<file path="config.mk">
export PLATFORM = sky130hd
export DESIGN_NAME = vote_sequencer_flat
export DESIGN_NICKNAME = d
export VERILOG_FILES = /design/src/rtl/vote_pkg.sv /design/src/rtl/vote_sequencer_if.sv /design/src/rtl/seven.sv /design/src/rtl/vote_sequencer.sv /design/src/flat_wrapper.sv
export SDC_FILE = /design/constraint.sdc
export NUM_CORES = 1
export LEC_CHECK = 0
export CAP_MARGIN = 20
export CORE_MARGIN = 4
export CORE_UTILIZATION = 58
export CTS_CLUSTER_SIZE = 16
export DETAILED_ROUTE_END_ITERATION = 7
export HOLD_SLACK_MARGIN = 0.08
export PLACE_DENSITY = 0.84
export SKIP_LAST_GASP = 1
export SLEW_MARGIN = 25
export SYNTH_ARGS = -nofsm -noshare
export SYNTH_HDL_FRONTEND = slang
export SYNTH_HIERARCHICAL = 1
export SYNTH_SLANG_ARGS = --single-unit
</file>
<file path="constraint.sdc">
create_clock -name clk -period 4.69 [get_ports clk]
set_input_delay 0.469 -clock clk [delete_from_list [all_inputs] [get_ports clk]]
set_output_delay 0.469 -clock clk [all_outputs]
set_load 0.02 [all_outputs]
</file>
<file path="src/rtl/vote_pkg.sv">
// vote_pkg
// Shared definitions for the vote sequencer: the session FSM states, the
// size of the voter panel, the majority threshold and a small bit-count
// helper used by the majority voter.
package vote_pkg;

  localparam int NUM_VOTERS = 7;
  localparam int MAJORITY   = 4;

  typedef enum logic [1:0] {
    IDLE,
    OPEN,
    EVAL,
    DONE
  } vote_state_t;

  // Number of set bits in a full voter vector (0..7 fits in 3 bits).
  function automatic logic [2:0] count_ones(input logic [NUM_VOTERS-1:0] v);
    logic [2:0] n;
    n = '0;
    for (int i = 0; i < NUM_VOTERS; i++) begin
      n = n + {2'b00, v[i]};
    end
    return n;
  endfunction

endpackage

</file>
<file path="src/rtl/vote_sequencer_if.sv">
// vote_sequencer_if
// Bundles the session control, vote input and status/result signals of the
// vote sequencer.
//   master : drives start, vote_valid, vote_id, vote_val; observes status
//   slave  : the sequencer itself; observes the inputs, drives busy, voted,
//            yes_count, result_valid and pass
interface vote_sequencer_if;
  import vote_pkg::*;

  logic                  start;
  logic                  vote_valid;
  logic [2:0]            vote_id;
  logic                  vote_val;
  logic                  busy;
  logic [NUM_VOTERS-1:0] voted;
  logic [2:0]            yes_count;
  logic                  result_valid;
  logic                  pass;

  modport master (
    output start, vote_valid, vote_id, vote_val,
    input  busy, voted, yes_count, result_valid, pass
  );

  modport slave (
    input  start, vote_valid, vote_id, vote_val,
    output busy, voted, yes_count, result_valid, pass
  );

endinterface

</file>
<file path="src/rtl/seven.sv">
// seven
// Combinational 7-input majority voter.
//   A1..A7 : individual votes (1 = yes)
//   OUT    : 1 when at least MAJORITY of the inputs are set
module seven
  import vote_pkg::*;
(
  input  logic A1,
  input  logic A2,
  input  logic A3,
  input  logic A4,
  input  logic A5,
  input  logic A6,
  input  logic A7,
  output logic OUT
);

  logic [2:0] ones;

  assign ones = count_ones({A7, A6, A5, A4, A3, A2, A1});
  assign OUT  = (ones >= 3'(MAJORITY));

endmodule

</file>
<file path="src/rtl/vote_sequencer.sv">
// vote_sequencer
// Runs one voting session at a time for a panel of seven voters. A start
// pulse opens a window of WINDOW cycles; each voter's first legal vote is
// recorded, and the window closes early once everyone has voted. After a
// one-cycle evaluation the majority decision is held until the next start.
//   clk, rst : system clock, asynchronous active-high reset
//   vs       : vote_sequencer_if.slave (start/vote inputs, status/result)
module vote_sequencer
  import vote_pkg::*;
#(
  parameter int WINDOW = 16,
  parameter int TW     = $clog2(WINDOW)
)
(
  input  logic            clk,
  input  logic            rst,
  vote_sequencer_if.slave vs
);

  vote_state_t           state;
  logic [TW-1:0]         timer;
  logic [NUM_VOTERS-1:0] vote_reg;
  logic [NUM_VOTERS-1:0] voted;
  logic [2:0]            yes_count;
  logic                  result_valid;
  logic                  pass;
  logic                  busy;

  logic                  accept;
  logic [NUM_VOTERS-1:0] vote_mask;
  logic                  closing;
  logic                  maj;

  // A vote counts only while the window is open, for a real voter, and only
  // the first time that voter speaks. The window closes on the last timer
  // value or when this cycle's vote completes the panel; the closing vote
  // itself is still taken.
  always_comb begin
    accept    = 1'b0;
    vote_mask = '0;
    if (state == OPEN && vs.vote_valid && vs.vote_id <= 3'd6) begin
      vote_mask[vs.vote_id] = 1'b1;
      if ((voted & vote_mask) == '0) begin
        accept = 1'b1;
      end else begin
        vote_mask = '0;
      end
    end
    closing = (state == OPEN) &&
              ((timer == TW'(WINDOW - 1)) || ((voted | vote_mask) == '1));
  end

  seven u_seven (
    .A1  (vote_reg[0]),
    .A2  (vote_reg[1]),
    .A3  (vote_reg[2]),
    .A4  (vote_reg[3]),
    .A5  (vote_reg[4]),
    .A6  (vote_reg[5]),
    .A7  (vote_reg[6]),
    .OUT (maj)
  );

  // Session FSM. Absent voters keep their cleared vote_reg bit, so they
  // count as "no" when the voter is sampled in EVAL. pass is left untouched
  // on a new start; result_valid is what qualifies it.
  always_ff @(posedge clk or posedge rst) begin
    if (rst) begin
      state        <= IDLE;
      timer        <= '0;
      vote_reg     <= '0;
      voted        <= '0;
      yes_count    <= '0;
      result_valid <= 1'b0;
      pass         <= 1'b0;
      busy         <= 1'b0;
    end else begin
      case (state)
        IDLE, DONE: begin
          if (vs.start) begin
            state        <= OPEN;
            timer        <= '0;
            vote_reg     <= '0;
            voted        <= '0;
            yes_count    <= '0;
            result_valid <= 1'b0;
            busy         <= 1'b1;
          end
        end
        OPEN: begin
          timer <= timer + TW'(1);
          if (accept) begin
            voted    <= voted | vote_mask;
            vote_reg <= vs.vote_val ? (vote_reg | vote_mask) : vote_reg;
            if (vs.vote_val) begin
              yes_count <= yes_count + 3'd1;
            end
          end
          if (closing) begin
            state <= EVAL;
          end
        end
        EVAL: begin
          pass         <= maj;
          result_valid <= 1'b1;
          busy         <= 1'b0;
          state        <= DONE;
        end
        default: begin
          state <= IDLE;
        end
      endcase
    end
  end

  assign vs.busy         = busy;
  assign vs.voted        = voted;
  assign vs.yes_count    = yes_count;
  assign vs.result_valid = result_valid;
  assign vs.pass         = pass;

endmodule

</file>
<file path="src/flat_wrapper.sv">
// flat-port wrapper written by rule: the top's interface ports become plain ports
module vote_sequencer_flat import vote_pkg::*;
#(
  parameter int WINDOW = 16,
  parameter int TW     = $clog2(WINDOW)
)
  (clk, rst, vs_start, vs_vote_valid, vs_vote_id, vs_vote_val, vs_busy, vs_voted, vs_yes_count, vs_result_valid, vs_pass);
  vote_sequencer_if vs_i ();
  input  logic clk;
  input  logic rst;
  input wire logic [$bits(vs_i.start)-1:0] vs_start;
  input wire logic [$bits(vs_i.vote_valid)-1:0] vs_vote_valid;
  input wire logic [$bits(vs_i.vote_id)-1:0] vs_vote_id;
  input wire logic [$bits(vs_i.vote_val)-1:0] vs_vote_val;
  output wire logic [$bits(vs_i.busy)-1:0] vs_busy;
  output wire logic [$bits(vs_i.voted)-1:0] vs_voted;
  output wire logic [$bits(vs_i.yes_count)-1:0] vs_yes_count;
  output wire logic [$bits(vs_i.result_valid)-1:0] vs_result_valid;
  output wire logic [$bits(vs_i.pass)-1:0] vs_pass;
  assign vs_i.start = vs_start;
  assign vs_i.vote_valid = vs_vote_valid;
  assign vs_i.vote_id = vs_vote_id;
  assign vs_i.vote_val = vs_vote_val;
  assign vs_busy = vs_i.busy;
  assign vs_voted = vs_i.voted;
  assign vs_yes_count = vs_i.yes_count;
  assign vs_result_valid = vs_i.result_valid;
  assign vs_pass = vs_i.pass;
  vote_sequencer #(.WINDOW(WINDOW), .TW(TW)) u_core (.clk(clk), .rst(rst), .vs(vs_i));
endmodule
</file>
==> out/results.txt <==
Status - finished clean
Most common cell after layout, fill and taps aside - dfrtp_1
Crit-path leading delay family - buffers and inverters
Post-synth EDFFs - 0
Synth warn - 6
Worst-skew pair later-pin latency - 330 ps
Post-CTS Hold Fix Bufs - 0
Largest net degree at the start of global routing - 27
Worst hold-check path type - in -> async
Vert. Die Dim - 59.62 um
Crit-path cells - clkdlybuf4s50_1 > inv_1 > a311o_1 > nor4_2 > a21bo_2 > a21oi_1
CP max stage cell - clkdlybuf4s50_1
Post-Synthesis Cells - 151
Vias per cell - 6.254
Number of H-tree levels - 1
Reg2reg setup slack - 2190 ps
CTS buffer count - 3
Routability congestion estimate - 0.9349
WP data arrival - 3020 ps
Share of cells above drive strength 1 - 9.581%
Routed via count - 1,232
Post-CTS setup buffers - 0
First drt pass iteration count - 4
Synth Area per Inst - 10.23 um2
#FFs+latches synth - 26
Least-Margin Pin Slew - 914.0 ps
Multi-input gate area - 800.8 um2
Seq/Total Area, Yosys - 42.11%
Max Slew Vio Count - 0
Crit Path Class - in -> reg
HPWL after DPL - 2389 um
Detail Route Antenna Nets - 0
Commonest non-fill, non-tap cells in the layout - 26 x dfrtp_1, 20 x clkdlybuf4s50_1, 14 x nor2_1
Syn nets - 167
CP required - 4890 ps
DIE AREA - 0.003554 mm2
Crit start category - input pin
Detailed Route WL - 3317 um
CP bufs+invs - 2
Worst vdd ir - 0.0003154 V
Max Clock Skew - 12.28 ps
CTS tree - done
Vias in the first global route - 1,172
Period utilization - 60.01%
Crit Path Max Fanout - 15
Unique masters post-synth - 49
Site Rows - 18
Tmin final - 2814 ps
PostCTS Resize Cnt - 0
Setup_tns - 0 ps
Worst path depth - 6
Clock root buffer - clkbuf_4
Final hold vios - 0
PwrDens - 355.2 mW/mm2
Longest Clk Path Bufs - 2
Final worst slack - 1876 ps
Cell area after synthesis - 0.001545 mm2
Initial antenna violation count - 0
Most used DFF post-synth - dfrtp_1
Design area - 0.001749 mm2
Initial Util - 61.81%
Worst rel slew slack - 38.56%
Worst setup endpoint - u_core/vs.yes_count[2]$_DFFE_PP0P_
DR iter-0 viols - 64
Grt ovf - 0
FMAX - 355.3 MHz
Layout Nets - 185
Area delta synth->final - 13.20%
Placed Area - 0.001727 mm2
Final Setup Violations - 0
Final Util - 69.97%
RR Startpoint - u_core/state[1]$_DFFE_PP0P_
RSZ-0062 raised after global routing - false
LEAKAGE - 0.8119 nW
Clock sinks - 26
First-pass GRT wire length - 5430 um
Worst reg2reg path endpoint - u_core/vs.yes_count[2]$_DFFE_PP0P_
Wire length per cell - 16.84 um
DP Worst Slack - 1554 ps
Core ar. - 0.002500 mm2
# Max-Cap Violations - 0
GRT Total Usage - 20.67%
CTS clk-pin slew, worst paths - 130 ps
Die Wd - 59.62 um
Count of buffers from port buffering - 20
Ys async rst share - 100.0%
Ant diodes - 0
Io pins - 21
Setup crit start - vs_vote_id[1]
Register cell area after layout - 650.6 um2
CP peak stage delay - 840 ps
Drt drc - 0
Layout fillers - 180
Critical Path Sink Type - flop
Cell count of the worst reg-to-reg path - 7
-- cell usage after synthesis, types with 2 or more instances --
master,number,area share (%)
nand2_1,10,2.4
inv_1,10,2.4
and3_1,2,0.81
buf_4,2,0.97
a21oi_1,7,2.3
clkbuf_1,2,0.49
and2_1,2,0.81
a31o_2,2,1.1
nand2b_1,4,1.6
or3_1,2,0.81
nand3_1,3,0.97
and4b_1,2,1.3
o21ai_0,4,1.3
nor2_1,14,3.4
fa_1,2,2.6
a22o_1,7,4.0
a31oi_1,8,3.2
a21o_1,2,0.97
buf_6,3,2.2
mux2_2,2,1.5
ha_1,6,4.9
mux2i_1,3,1.9
dfrtp_1,26,42
-- power breakdown --
part / switching, mW / internal, mW / total, mW
Combinational: 0.137 / 0.106 / 0.243
Sequential: 0.0314 / 0.254 / 0.285
Clock: 0.0628 / 0.0302 / 0.0930
Total: 0.232 / 0.390 / 0.621
-- worst min-delay path by stage --
| stage | slack (ps) | end | cells past startpoint | startpoint |
|---|---|---|---|---|
| 6_report | 490 | u_core/vote_reg[3]$_DFFE_PP0P_ | 2 | rst |
| 3_5_place_dp | 470 | u_core/vs.busy$_DFFE_PP0P_ | 2 | u_core/vs.busy$_DFFE_PP0P_ |
| 2_1_floorplan | 460 | u_core/vote_reg[6]$_DFFE_PP0P_ | 2 | u_core/vote_reg[6]$_DFFE_PP0P_ |
| 3_3_place_gp | 460 | u_core/vs.busy$_DFFE_PP0P_ | 2 | u_core/vs.busy$_DFFE_PP0P_ |
| 5_1_grt | 520 | u_core/vote_reg[5]$_DFFE_PP0P_ | 2 | rst |
| 4_1_cts | 500 | u_core/vs.busy$_DFFE_PP0P_ | 2 | u_core/vs.busy$_DFFE_PP0P_ |
-- layout make-up --
class                   instances  share of cell area (%)
multi-input cells             108                   45.78
clock buffers                   3                   1.288
well taps                      30                   2.146
repair buffers                 20                   11.44
flip-flops and latches         26                   37.20
inverters                      10                   2.146
-- per-layer routing --
| metal | vias to the layer above | share of wire (%) | GRT usage (%) |
|---|---|---|---|
| met5 | - | 0 | 0 |
| met4 | 0 | 2.2 | 7.911 |
| met3 | 9 | 4.9 | 4.357 |
| met2 | 46 | 48 | 33.85 |
| met1 | 584 | 45 | 26.79 |
| li1 | 593 | - | - |
-- logic make-up after synthesis --
kind of cell | Yosys count | synth area share, %
AND/OR/NAND/NOR | 52 | 19.43
AO/OA/AOI/OAI | 42 | 20.08
flip-flops | 26 | 42.11
buffers and inverters | 17 | 6.073
adder cells (fa/ha/maj) | 8 | 7.449
multiplexers | 6 | 4.858
-- stage by stage --
stage | hold WS, ps | power [mW] | std cells
floorplan | 462.5 | 0.4595 | 151
global placement | 461.9 | 0.5219 | 194
detailed placement | 471.8 | 0.5296 | 194
CTS | 500.6 | 0.6232 | 197
global route | 519.4 | 0.6633 | 197
finish | 486.2 | 0.6214 | 197
(Power assumes the default switching activity.)
